[config.mk]
export PLATFORM = sky130hd
export DESIGN_NAME = controlador_display_flat
export DESIGN_NICKNAME = d
export VERILOG_FILES = /design/src/rtl/controlador_display_pkg.sv /design/src/rtl/controlador_display_if.sv /design/src/rtl/controlador_display_generador_tic.sv /design/src/rtl/controlador_display.sv /design/src/flat_wrapper.sv
export SDC_FILE = /design/constraint.sdc
export NUM_CORES = 1
export LEC_CHECK = 0
export CAP_MARGIN = 10
export CELL_PAD_IN_SITES_DETAIL_PLACEMENT = 0
export CELL_PAD_IN_SITES_GLOBAL_PLACEMENT = 1
export CORE_MARGIN = 2
export CORE_UTILIZATION = 43
export DETAILED_ROUTE_END_ITERATION = 10
export PLACE_DENSITY_LB_ADDON = 0.1
export SLEW_MARGIN = 15
export SYNTH_ARGS = -nofsm -noshare
export SYNTH_HDL_FRONTEND = slang
export SYNTH_SLANG_ARGS = --single-unit
[constraint.sdc]
create_clock -name clk -period 2.65 [get_ports clk]
set_input_delay 0.53 -clock clk [delete_from_list [all_inputs] [get_ports clk]]
set_output_delay 0.53 -clock clk [all_outputs]
set_load 0.02 [all_outputs]
[src/rtl/controlador_display_pkg.sv]
// Shared types and helpers for the two-digit seven-segment display controller.
package pkg_display;

    typedef enum logic [2:0] {
        VACIO,
        NORMAL,
        SIMPLE,
        DOBLE,
        INVALIDO
    } estado_t;

    localparam logic [6:0] SEG_APAGADO = 7'h7F;

    // Counter width able to hold 0..n-1; never narrower than one bit.
    function automatic int ancho(input int n);
        return (n > 1) ? $clog2(n) : 1;
    endfunction

endpackage

[src/rtl/controlador_display_if.sv]
// Decoder result bundle delivered to the display controller.
interface controlador_display_if;
    logic       dato_valido;
    logic [6:0] seg_palabra;
    logic [6:0] seg_sindrome;
    logic       error_simple;
    logic       error_doble;
    logic       no_error;

    modport master (
        output dato_valido, seg_palabra, seg_sindrome,
               error_simple, error_doble, no_error
    );

    modport slave (
        input  dato_valido, seg_palabra, seg_sindrome,
               error_simple, error_doble, no_error
    );
endinterface

[src/rtl/controlador_display_generador_tic.sv]
// Periodic tick: down-counter reloaded at terminal count, tic high on the wrap cycle.
module generador_tic #(
    parameter int CICLOS = 2
) (
    input  logic clk,
    input  logic rst,
    input  logic clr,
    output logic tic
);
    import pkg_display::*;

    localparam int             W     = ancho(CICLOS);
    localparam logic [W-1:0]   CARGA = W'(CICLOS - 1);

    logic [W-1:0] cuenta;

    always_ff @(posedge clk) begin
        if (rst || clr) begin
            cuenta <= CARGA;
        end else if (cuenta == '0) begin
            cuenta <= CARGA;
        end else begin
            cuenta <= cuenta - W'(1);
        end
    end

    assign tic = (cuenta == '0);

endmodule

[src/rtl/controlador_display.sv]
// Captures SECDED decoder results and drives a multiplexed two-digit display,
// blinking on double errors, plus status LEDs and a saturating double-error count.
module controlador_display #(
    parameter int REFRESCO_CICLOS = 50_000,
    parameter int PARPADEO_CICLOS = 12_500_000
) (
    input  logic                        clk,
    input  logic                        rst,
    controlador_display_if.slave        dec,
    input  logic                        swi,
    output logic [6:0]                  segmentos,
    output logic [1:0]                  anodos,
    output logic                        led_simple,
    output logic                        led_doble,
    output logic [3:0]                  cont_dobles
);
    import pkg_display::*;

    estado_t    estado, estado_sig;
    logic [6:0] palabra, sindrome;
    logic [3:0] dobles;
    logic       digito;
    logic       apagado;
    logic       tic_refresco, tic_parpadeo, clr_parpadeo;
    logic [6:0] seg_d0, seg_d1;

    always_ff @(posedge clk) begin
        if (rst) begin
            estado <= VACIO;
        end else begin
            estado <= estado_sig;
        end
    end

    always_comb begin
        estado_sig = estado;
        if (dec.dato_valido) begin
            if (dec.error_doble) begin
                estado_sig = DOBLE;
            end else if (dec.error_simple) begin
                estado_sig = SIMPLE;
            end else if (dec.no_error) begin
                estado_sig = NORMAL;
            end else begin
                estado_sig = INVALIDO;
            end
        end
    end

    always_ff @(posedge clk) begin
        if (rst) begin
            palabra  <= SEG_APAGADO;
            sindrome <= SEG_APAGADO;
            dobles   <= 4'd0;
        end else if (dec.dato_valido) begin
            palabra  <= dec.seg_palabra;
            sindrome <= dec.seg_sindrome;
            if (dec.error_doble && dobles != 4'hF) begin
                dobles <= dobles + 4'd1;
            end
        end
    end

    // Blink timing restarts on every capture so a fresh double error starts "on".
    assign clr_parpadeo = dec.dato_valido || (estado != DOBLE);

    generador_tic #(.CICLOS(REFRESCO_CICLOS)) u_tic_refresco (
        .clk (clk),
        .rst (rst),
        .clr (1'b0),
        .tic (tic_refresco)
    );

    generador_tic #(.CICLOS(PARPADEO_CICLOS)) u_tic_parpadeo (
        .clk (clk),
        .rst (rst),
        .clr (clr_parpadeo),
        .tic (tic_parpadeo)
    );

    always_ff @(posedge clk) begin
        if (rst) begin
            digito <= 1'b0;
        end else if (tic_refresco) begin
            digito <= ~digito;
        end
    end

    always_ff @(posedge clk) begin
        if (rst || clr_parpadeo) begin
            apagado <= 1'b0;
        end else if (tic_parpadeo) begin
            apagado <= ~apagado;
        end
    end

    always_comb begin
        seg_d0 = SEG_APAGADO;
        seg_d1 = SEG_APAGADO;
        case (estado)
            NORMAL: begin
                seg_d0 = palabra;
                seg_d1 = swi ? sindrome : SEG_APAGADO;
            end
            SIMPLE: begin
                seg_d0 = palabra;
                seg_d1 = sindrome;
            end
            DOBLE: begin
                seg_d0 = apagado ? SEG_APAGADO : sindrome;
                seg_d1 = apagado ? SEG_APAGADO : sindrome;
            end
            INVALIDO: begin
                seg_d0 = swi ? sindrome : palabra;
            end
            default: begin
                seg_d0 = SEG_APAGADO;
                seg_d1 = SEG_APAGADO;
            end
        endcase
    end

    // Digit enable and its segment code share one register stage so they never disagree.
    always_ff @(posedge clk) begin
        if (rst) begin
            segmentos   <= SEG_APAGADO;
            anodos      <= 2'b10;
            led_simple  <= 1'b0;
            led_doble   <= 1'b0;
            cont_dobles <= 4'd0;
        end else begin
            segmentos   <= digito ? seg_d1 : seg_d0;
            anodos      <= digito ? 2'b01 : 2'b10;
            led_simple  <= (estado == SIMPLE);
            led_doble   <= (estado == DOBLE);
            cont_dobles <= dobles;
        end
    end

endmodule
[src/flat_wrapper.sv]
// flat-port wrapper written by rule: the top's interface ports become plain ports
module controlador_display_flat import pkg_display::*;
#(
    parameter int REFRESCO_CICLOS = 50_000,
    parameter int PARPADEO_CICLOS = 12_500_000
)
  (clk, rst, swi, segmentos, anodos, led_simple, led_doble, cont_dobles, dec_dato_valido, dec_seg_palabra, dec_seg_sindrome, dec_error_simple, dec_error_doble, dec_no_error);
  controlador_display_if dec_i ();
  input  logic clk;
  input  logic rst;
  input  logic swi;
  output logic [6:0] segmentos;
  output logic [1:0] anodos;
  output logic led_simple;
  output logic led_doble;
  output logic [3:0] cont_dobles;
  input wire logic [$bits(dec_i.dato_valido)-1:0] dec_dato_valido;
  input wire logic [$bits(dec_i.seg_palabra)-1:0] dec_seg_palabra;
  input wire logic [$bits(dec_i.seg_sindrome)-1:0] dec_seg_sindrome;
  input wire logic [$bits(dec_i.error_simple)-1:0] dec_error_simple;
  input wire logic [$bits(dec_i.error_doble)-1:0] dec_error_doble;
  input wire logic [$bits(dec_i.no_error)-1:0] dec_no_error;
  assign dec_i.dato_valido = dec_dato_valido;
  assign dec_i.seg_palabra = dec_seg_palabra;
  assign dec_i.seg_sindrome = dec_seg_sindrome;
  assign dec_i.error_simple = dec_error_simple;
  assign dec_i.error_doble = dec_error_doble;
  assign dec_i.no_error = dec_no_error;
  controlador_display #(.REFRESCO_CICLOS(REFRESCO_CICLOS), .PARPADEO_CICLOS(PARPADEO_CICLOS)) u_core (.clk(clk), .rst(rst), .dec(dec_i), .swi(swi), .segmentos(segmentos), .anodos(anodos), .led_simple(led_simple), .led_doble(led_doble), .cont_dobles(cont_dobles));
endmodule
==> results.yml <==
floorplan:
  num_rows: 32
  die_y_um: 91.90
  initial_utilization_pct: 43.67
  dieArea_um2: 8445
  coreArea_um2: 7607
  ios: 36
  die_width_um: 91.90
detailed_routing:
  viasPerCell: 5.271
  num_vias: 2662
  finalWirelength_um: 6531
  initialDrtViolationCount: 69
  drtPass1Iterations: 4
  drc: 0
  wl_per_cell_um: 12.93
  drtAntennaViolNets: 0
yosys:
  synthAdderAreaFrac_pct: 1.507
  synth_cell_types: 50
  synth_seq_cells: 78
  synth_top_family_by_area: "simple AND/OR/NAND/NOR gates"
  synth-xor-area-share_pct: 7.119
  syn_inst: 361
  synth-compound-area-share_pct: 12.99
  syn_area_um2: 3322
  async_reset_ff_share_pct: 0
  synth_nets: 386
  syn_area_per_cell_um2: 9.202
  yosys-top-cells-area: "dfxtp_1, xnor2_1, nor2_1"
  synth-edff-count: 0
  synth_top_flop_cell: "dfxtp_1"
  seq_area_frac_synth_pct: 47.01
  synth.area.mux_share_pct: 1.318
  synthSimpleGateAreaFrac_pct: 27.01
  yosys.area.top_type_share_pct: 47.01
  synth_warnings: 0
  synth_top_area_cell: "dfxtp_1"
clock_network:
  cts_made_buffers: 9
  htree_num_levels: 3
  clkSinkCount: 78
  postCtsHoldBufs: 0
  cts_setup_buffers: 0
  cts_resized: 0
  tritoncts: "yes"
  cts_buffer_depth: 2
  insertion_delay_ps: 350
  clk_pin_slew_ps: 80
  root_buffer: "clkbuf_8"
worst_setup_path:
  start_kind: "register"
  r2r_slack_ps: 560
  required_ps: 2940
  setup.worst_path.end_class: "register"
  worstPathMaxFanout: 12
  cp-endpoint: "u_core.u_tic_parpadeo.cuenta[22]$_SDFF_PP0_"
  criticalPathCategory: "register to register"
  r2r_start: "u_core.u_tic_parpadeo.cuenta[0]$_SDFF_PP1_"
  crit_path_start: "u_core.u_tic_parpadeo.cuenta[0]$_SDFF_PP1_"
  reg2reg_to: "u_core.u_tic_parpadeo.cuenta[22]$_SDFF_PP0_"
  rr_worst_depth: 8
  worst_ep_arrival_time_ps: 2380
finish:
  num_antenna_cells: 0
  nFillCells: 724
  final_util_pct: 52.01
  design_area_um2: 3956
  area_delta_synth_final_pct: 19.10
  drive_gt1_share_pct: 8.189
  nNetsFinal: 423
  stdcell_count: 505
timing:
  fin_setup_tns_ps: 0
  clock_skew_ps: 11.57
  max_slew_margin_pct: 45.78
  period_needed_ps: 2086
  rsz0062_at_grt: "false"
  finalCritPeriodShare_pct: 78.70
  hold_viol: 0
  worst_slew_pin_slew_ps: 809.5
  setup_viol: 0
  slew_viol_final: 0
  fmax_mhz: 479.5
grt:
  grt_pass1_wl_um: 11340
  grt_pass1_vias: 2518
  antenna_found_initial: 0
  grt_use_total_pct: 16.61
  grt-ovfl-total: 0
  grt_max_degree: 31
pwr:
  ir_worst_vdd_mv: 0.2814
  p_leak_nw: 1.372
  power.density_nw_per_um2: 560.4
run_status:
  status: "finished clean"
placement:
  portBuffers: 35
  place.gp.congestion: 0.7454
  place_area_um2: 3781
  hpwl_um: 4532
  placed_cells: 489
min_path:
  hold_class: "register to register"
  worstHoldStart: "u_core.u_tic_parpadeo.cuenta[0]$_SDFF_PP1_"
flow_run:
  maxCapViolCount: 0
==> cells by family (layout without fill, tap and decap cells) <==
kind of cell,count (synthesis),after routing
multiplexers,4,4
adder cells (fa/ha/maj),4,4
AND/OR/NAND/NOR,166,166
XOR/XNOR,27,27
AO/OA/AOI/OAI,58,58
flip-flops,78,78
buffers and inverters,24,66
==> layout by cell type (no fill, tap or decap), drive strengths merged, types with 2 or more instances in the layout <==
| master | count |
|---|---|
| o21ai | 8 |
| clkinvlp | 3 |
| nand2b | 2 |
| inv | 8 |
| nand4 | 3 |
| dfxtp | 78 |
| nand3b | 2 |
| a211o | 16 |
| ha | 4 |
| a21oi | 8 |
| or3 | 10 |
| mux2 | 3 |
| nor4 | 11 |
| o31ai | 6 |
| nor2 | 41 |
| or4b | 4 |
| a211oi | 2 |
| a22o | 2 |
| xnor2 | 19 |
| xor2 | 8 |
| clkdlybuf4s50 | 35 |
| nand3 | 13 |
| clkbuf | 10 |
| buf | 7 |
| a31oi | 2 |
| or4 | 12 |
| clkinv | 3 |
| nor3b | 4 |
| nand2 | 25 |
| a221oi | 5 |
| nor3 | 12 |
| nor4b | 2 |
| nor2b | 20 |
==> state kept, by name (all words and copies together) (netlist names) <==
name and flops:
u_core.anodos 2, u_core.apagado 1, u_core.cont_dobles 4, u_core.digito 1, u_core.dobles 4, u_core.estado 3
u_core.led_doble 1, u_core.led_simple 1, u_core.palabra 7, u_core.segmentos 7, u_core.sindrome 7, u_core.u_tic_parpadeo.cuenta 24
u_core.u_tic_refresco.cuenta 16
==> Yosys cell counts (3+ instances only) <==
cell type	count
nor3b_1	4
mux2_2	3
buf_2	3
o31ai_1	6
nand3_1	13
dfxtp_1	78
nor3_1	12
inv_1	8
or3_1	10
o21ai_0	6
xnor2_1	19
or4b_2	3
a221oi_1	5
nand4_1	3
xor2_1	8
clkbuf_1	11
a21oi_1	8
nor2b_1	20
or4_1	11
nand2_1	25
ha_1	4
nor2_1	41
nor4_1	11
a211o_1	16
==> through the flow <==
stage | total power, mW | setup slack (ps) | hold slack (ps)
finish | 2.217 | 564.3 | 416.9
global route | 2.308 | 299.3 | 453.0
CTS | 2.250 | 529.1 | 417.1
detailed placement | 1.446 | 306.1 | 397.4
global placement | 1.447 | 348.3 | 396.3
floorplan | 1.366 | 716.5 | 381.6
==> layout make-up <==
cell class	count	area (µm²)	share of cell area, %
clock inverters	6	37.54	0.9488
well taps	102	127.6	3.226
clock buffers	10	137.6	3.479
repair buffers	42	402.9	10.18
multi-input cells	259	1659	41.94
flip-flops and latches	78	1562	39.47
inverters	8	30.03	0.7590
==> power by group <==
group / total (mW) / internal, mW / switching (mW)
sequential: 1.24 / 1.21 / 0.0291
combinational: 0.182 / 0.0982 / 0.0838
clock: 0.799 / 0.360 / 0.439
total: 2.22 / 1.67 / 0.552
==> critical path, stage by stage (launching register included) <==
cell     delay, ps
dfxtp_1        340
inv_1           60
ha_1           210
nor4b_1        310
buf_4          190
nand4_1         90
buf_4          200
or4_1          470
a21oi_1        150
==> layer usage <==
layer	up-vias	wire [µm]	global-route usage [%]
met5	-	0	0
met4	0	118	6.716
met3	8	167	4.437
met2	31	2911	25.49
met1	1243	3333	22.22
li1	1380	-	-
==> how the worst min path moves through the flow <==
stage | to | slack (ps) | cells after the start
2_1_floorplan | u_core.u_tic_parpadeo.cuenta[0]$_SDFF_PP1_ | 380 | 1
3_3_place_gp | u_core.u_tic_parpadeo.cuenta[0]$_SDFF_PP1_ | 400 | 1
3_5_place_dp | u_core.u_tic_parpadeo.cuenta[0]$_SDFF_PP1_ | 400 | 1
4_1_cts | u_core.u_tic_parpadeo.cuenta[0]$_SDFF_PP1_ | 420 | 1
5_1_grt | u_core.u_tic_parpadeo.cuenta[0]$_SDFF_PP1_ | 450 | 1
6_report | u_core.u_tic_parpadeo.cuenta[0]$_SDFF_PP1_ | 420 | 1
Note: power is estimated with default switching activity, not from simulation.
